### config.mk
export PLATFORM = sky130hd
export DESIGN_NAME = cla_add_arbiter
export DESIGN_NICKNAME = d
export VERILOG_FILES = /design/src/rtl/cla_pkg.sv /design/src/rtl/N_bit_cla_adder_pipeline_optimized.sv /design/src/rtl/cla_add_arbiter.sv
export SDC_FILE = /design/constraint.sdc
export NUM_CORES = 1
export LEC_CHECK = 0
export BUFFER_PORTS_ARGS = -buffer_cell sky130_fd_sc_hd__buf_4
export CAP_MARGIN = 15
export CORE_MARGIN = 3
export CORE_UTILIZATION = 52
export DETAILED_ROUTE_END_ITERATION = 10
export PLACE_DENSITY_LB_ADDON = 0.1
export SLEW_MARGIN = 25
export SYNTH_ARGS = -nofsm -noshare
export SYNTH_HDL_FRONTEND = slang
export SYNTH_HIERARCHICAL = 1
export SYNTH_SLANG_ARGS = --single-unit
### constraint.sdc
create_clock -name clock -period 20.8 [get_ports clock]
set_input_delay 3.12 -clock clock [delete_from_list [all_inputs] [get_ports clock]]
set_output_delay 3.12 -clock clock [all_outputs]
set_load 0.02 [all_outputs]
### src/rtl/cla_pkg.sv
// Shared constants for the CLA adder arbiter: requester ids, adder latency and
// the in-flight tag carried alongside each adder issue.
package cla_pkg;

  localparam int   LATENCY  = 2;
  localparam logic REQ_ID_0 = 1'b0;
  localparam logic REQ_ID_1 = 1'b1;

  typedef struct packed {
    logic valid;
    logic id;
  } tag_t;

endpackage

### src/rtl/N_bit_cla_adder_pipeline_optimized.sv
// Two-stage carry-select adder built from two half-width lookahead blocks.
// Stage 1 adds the low half and both carry variants of the high half; stage 2 selects.
module N_bit_cla_adder_pipeline_optimized #(
  parameter int DATA_WID = 32
) (
  input  logic                clock,
  input  logic                reset,
  input  logic [DATA_WID-1:0] a,
  input  logic [DATA_WID-1:0] b,
  input  logic                cin,
  output logic [DATA_WID-1:0] sum,
  output logic                cout
);

  localparam int H = DATA_WID / 2;

  // Generate/propagate carry lookahead over one half; returns {carry_out, sum}.
  function automatic logic [H:0] cla_half(input logic [H-1:0] x,
                                          input logic [H-1:0] y,
                                          input logic         c0);
    logic [H-1:0] g;
    logic [H-1:0] p;
    logic [H:0]   c;
    g    = x & y;
    p    = x ^ y;
    c[0] = c0;
    for (int i = 0; i < H; i++) begin
      c[i+1] = g[i] | (p[i] & c[i]);
    end
    return {c[H], p ^ c[H-1:0]};
  endfunction

  logic [H:0] lo_q;
  logic [H:0] hi0_q;
  logic [H:0] hi1_q;

  always_ff @(posedge clock) begin
    if (reset) begin
      lo_q  <= '0;
      hi0_q <= '0;
      hi1_q <= '0;
    end else begin
      lo_q  <= cla_half(a[H-1:0], b[H-1:0], cin);
      hi0_q <= cla_half(a[DATA_WID-1:H], b[DATA_WID-1:H], 1'b0);
      hi1_q <= cla_half(a[DATA_WID-1:H], b[DATA_WID-1:H], 1'b1);
    end
  end

  always_ff @(posedge clock) begin
    if (reset) begin
      sum  <= '0;
      cout <= 1'b0;
    end else if (lo_q[H]) begin
      sum  <= {hi1_q[H-1:0], lo_q[H-1:0]};
      cout <= hi1_q[H];
    end else begin
      sum  <= {hi0_q[H-1:0], lo_q[H-1:0]};
      cout <= hi0_q[H];
    end
  end

endmodule

### src/rtl/cla_add_arbiter.sv
// Two-requester round-robin front end sharing one pipelined CLA adder.
// A tag pipeline tracks which requester each in-flight result belongs to.
module cla_add_arbiter #(
  parameter int DATA_WID = 32,
  parameter int LATENCY  = cla_pkg::LATENCY
) (
  input  logic                clock,
  input  logic                reset,
  input  logic                req0_valid,
  output logic                req0_ready,
  input  logic [DATA_WID-1:0] req0_in1,
  input  logic [DATA_WID-1:0] req0_in2,
  input  logic                req0_cin,
  input  logic                req1_valid,
  output logic                req1_ready,
  input  logic [DATA_WID-1:0] req1_in1,
  input  logic [DATA_WID-1:0] req1_in2,
  input  logic                req1_cin,
  output logic                rsp0_valid,
  output logic [DATA_WID-1:0] rsp0_sum,
  output logic                rsp0_cout,
  output logic                rsp1_valid,
  output logic [DATA_WID-1:0] rsp1_sum,
  output logic                rsp1_cout,
  output logic                busy
);

  import cla_pkg::*;

  logic                ptr;
  logic                grant0;
  logic                grant1;
  logic                accept;
  logic                grant_id;
  logic [DATA_WID-1:0] add_a;
  logic [DATA_WID-1:0] add_b;
  logic                add_cin;
  logic [DATA_WID-1:0] add_sum;
  logic                add_cout;
  logic                tags_busy;
  tag_t                tag_q [LATENCY];
  tag_t                tag_out;

  always_comb begin
    grant0 = req0_valid && (!req1_valid || ptr == REQ_ID_0);
    grant1 = req1_valid && (!req0_valid || ptr == REQ_ID_1);
  end

  assign req0_ready = grant0 && !reset;
  assign req1_ready = grant1 && !reset;
  assign accept     = req0_ready || req1_ready;
  assign grant_id   = req1_ready ? REQ_ID_1 : REQ_ID_0;

  // Pointer moves to the requester that was not just served.
  always_ff @(posedge clock) begin
    if (reset) begin
      ptr <= REQ_ID_0;
    end else if (accept) begin
      ptr <= ~grant_id;
    end
  end

  always_comb begin
    add_a   = '0;
    add_b   = '0;
    add_cin = 1'b0;
    if (req0_ready) begin
      add_a   = req0_in1;
      add_b   = req0_in2;
      add_cin = req0_cin;
    end else if (req1_ready) begin
      add_a   = req1_in1;
      add_b   = req1_in2;
      add_cin = req1_cin;
    end
  end

  N_bit_cla_adder_pipeline_optimized #(
    .DATA_WID (DATA_WID)
  ) u_adder (
    .clock (clock),
    .reset (reset),
    .a     (add_a),
    .b     (add_b),
    .cin   (add_cin),
    .sum   (add_sum),
    .cout  (add_cout)
  );

  always_ff @(posedge clock) begin
    if (reset) begin
      for (int i = 0; i < LATENCY; i++) begin
        tag_q[i] <= '0;
      end
    end else begin
      tag_q[0] <= '{valid: accept, id: grant_id};
      for (int i = 1; i < LATENCY; i++) begin
        tag_q[i] <= tag_q[i-1];
      end
    end
  end

  always_comb begin
    tags_busy = 1'b0;
    for (int i = 0; i < LATENCY; i++) begin
      tags_busy = tags_busy | tag_q[i].valid;
    end
  end

  assign tag_out = tag_q[LATENCY-1];
  assign busy    = tags_busy || accept;

  // Masking with reset drops a result that would otherwise surface during the reset cycle.
  assign rsp0_valid = tag_out.valid && (tag_out.id == REQ_ID_0) && !reset;
  assign rsp1_valid = tag_out.valid && (tag_out.id == REQ_ID_1) && !reset;
  assign rsp0_sum   = add_sum;
  assign rsp1_sum   = add_sum;
  assign rsp0_cout  = add_cout;
  assign rsp1_cout  = add_cout;

endmodule

==> impl_metrics.yaml <==
outcome:
  outcome: "finished clean"
sta:
  period_needed_ns: 10.65
  setup_viol: 0
  post-route-period-util_pct: 51.21
  skew_ns: 0.006221
  whs_ns: 0.4383
  relSlewSlack_pct: 49.37
  worst_pin_slew_ns: 0.7595
  setup_tns_ns: 0
  hold_viol: 0
  max_freq_mhz: 93.88
  grt_setup_unrepaired: "no"
  setup_ws_ns: 10.15
  slew_viol_final: 0
placement:
  placed_area_sq_mm: 0.006021
  pre_cts_ws_ns: 9.839
  place.gp.congestion: 0.8096
  io_buffers: 204
  placedCellCount: 713
  hpwlAfterDp_microns: 8061
drt:
  drc_errors: 0
  via_count: 3775
  drt_iter0_drc: 119
  firstDrtPassIters: 4
  top_layer_used: "met4"
  drt-met1-wl_microns: 4348
  antenna_left: 0
  wl_met3_microns: 672
  route.met2.wl_microns: 5552
  finalWirelength_microns: 10690
  wl_per_cell_microns: 14.66
  avgViaCountPerCell: 5.178
synth:
  ys_seq_elements: 89
  syn_avg_cell_area_sq_um: 10.14
  synth_area_sq_mm: 0.004788
  syn-num-nets: 654
  ys_seq_area_share_pct: 37.21
  syn_inst: 472
  ys_types: 23
  yosysWarnings: 6
floorplan:
  placementRows: 34
  die_y_microns: 102.0
  start_util_pct: 54.11
  dieWidth_microns: 102.0
  coreArea_sq_mm: 0.008848
  pin_count: 205
  dieArea_sq_mm: 0.01040
setup_path:
  crit_type: "in -> reg"
  r2r_end: "u_adder/lo_q[15]"
  cp_data_arrival_time_ns: 10.92
  end_kind: "register"
  r2r_slack_ns: 13.01
  reg2reg_depth: 24
  rr_startpoint: "ptr"
  crit_path_max_fanout: 69
  required_ns: 21.07
  startpoint_type: "input port"
finish:
  layout-drive-gt1-share_pct: 36.39
  stdcell_count: 729
  fillers: 671
  mostFrequentLayoutCells: "buf_4 (207), nor2_1 (95), dfxtp_1 (88)"
  final_common_cell: "buf_4"
  synthToLayoutAreaGrowth_pct: 30.99
  diodes: 0
  utilization_pct: 70.89
  stdcell_area_sq_mm: 0.006272
  fin_nets: 798
clock_network:
  cts.sinks: 89
  hold_buffers: 0
  post_cts_buffers: 0
  path_clk_slew_ns: 0.09
  post_cts_resized: 0
  clk_path_buf_depth: 2
  numCtsBuffers: 9
  clock_latency_ns: 0.34
  clockRootBuffer: "clkbuf_8"
  cts_tree: "built"
  htreeDepth: 3
global_routing:
  grt_pass1_vias: 3640
  antenna_found_initial: 0
  grt_max_degree: 86
  grt_usage_pct: 19.85
  overflow: 0
  grt_pass1_wl_microns: 16310
pwr:
  p_per_area_mw_per_mm2: 67.80
  total_power_mw: 0.4253
  peakVddDrop_mv: 0.04092
  p_leak_nw: 2.863
min_path:
  hold_end: "u_adder/sum[2]"
  hold_path_depth: 1
  hold_path.class: "reg -> reg"
  min-delay-start: "u_adder/lo_q[2]"
flow_run:
  drv_cap: 0
[final cells by class]
type / count / area, sq um / area share (%)
Tap cell: 108 / 135.1 / 2.154
Clock buffer: 9 / 123.9 / 1.975
Multi-Input combinational cell: 295 / 2497 / 39.82
Timing Repair Buffer: 207 / 1554 / 24.78
Inverter: 14 / 52.55 / 0.8378
Clock inverter: 7 / 126.4 / 2.015
Sequential cell: 89 / 1783 / 28.43
[metal layers]
metal / vias to the layer above / track usage (%)
met2: 133 / 35.33
met4: 0 / 6.559
met3: 9 / 3.823
met5: - / 0
li1: 1843 / -
met1: 1790 / 24.15
[synth_stat cells, drive strengths merged]
master,n,area share [%]
and2b,1,0.16
nor2b,60,7.8
nor3,1,0.10
nand2b,1,0.13
or3,1,0.13
nor3b,2,0.31
and3b,1,0.18
clkbuf,13,1.0
a21boi,1,0.24
nor2,95,7.4
fa,46,19
dfxtp,89,37
ha,2,0.52
inv,14,1.1
mux2i,17,3.6
nand2,1,0.078
a32oi,65,12
buf,61,8.7
and2,1,0.13
[sequential cells by signal (all words and copies together), names as in the netlist]
| name | count |
|---|---|
| ptr | 1 |
| u_adder/cout | 1 |
| u_adder/hi1_q | 17 |
| u_adder/sum | 32 |
| u_adder/lo_q | 17 |
| u_adder/hi0_q | 17 |
| tag_q | 4 |
[power breakdown]
| part | internal, mW | switching [mW] | total (mW) |
|---|---|---|---|
| registers | 0.184 | 0.00479 | 0.189 |
| clock network | 0.0813 | 0.0621 | 0.143 |
| logic | 0.0464 | 0.0470 | 0.0933 |
[cell families after synthesis]
group	after synthesis	share of synthesized area, %
compound gates	66	12.12
flops	89	37.21
fa+ha+maj	48	19.75
mux	17	3.554
simple gates	164	16.51
buf+inv	88	10.84
[critical path, stage by stage]
cell	delay [ns]
buf_4	0.52
a21boi_4	0.10
buf_4	0.34
a32oi_1	0.23
nor2_1	0.06
inv_1	0.12
fa_1	0.20
inv_1	0.06
fa_1	0.38
fa_1	0.39
fa_1	0.39
fa_1	0.39
fa_1	0.43
fa_1	0.42
fa_1	0.39
fa_1	0.40
fa_1	0.41
fa_1	0.40
fa_1	0.39
fa_1	0.40
fa_1	0.41
fa_1	0.37
inv_1	0.08
fa_1	0.40
nor2_1	0.12
[how the worst max path moves through the flow]
stage | startpoint | endpoint | cells past startpoint
6_report | req1_valid | u_adder/lo_q[15] | 25
5_1_grt | req1_valid | u_adder/lo_q[15] | 25
4_1_cts | req1_valid | u_adder/lo_q[15] | 25
3_5_place_dp | req1_valid | u_adder/lo_q[15] | 25
3_3_place_gp | req1_valid | u_adder/lo_q[15] | 25
2_1_floorplan | req1_valid | u_adder/lo_q[15] | 26
Power figures use the tool's default switching activity.
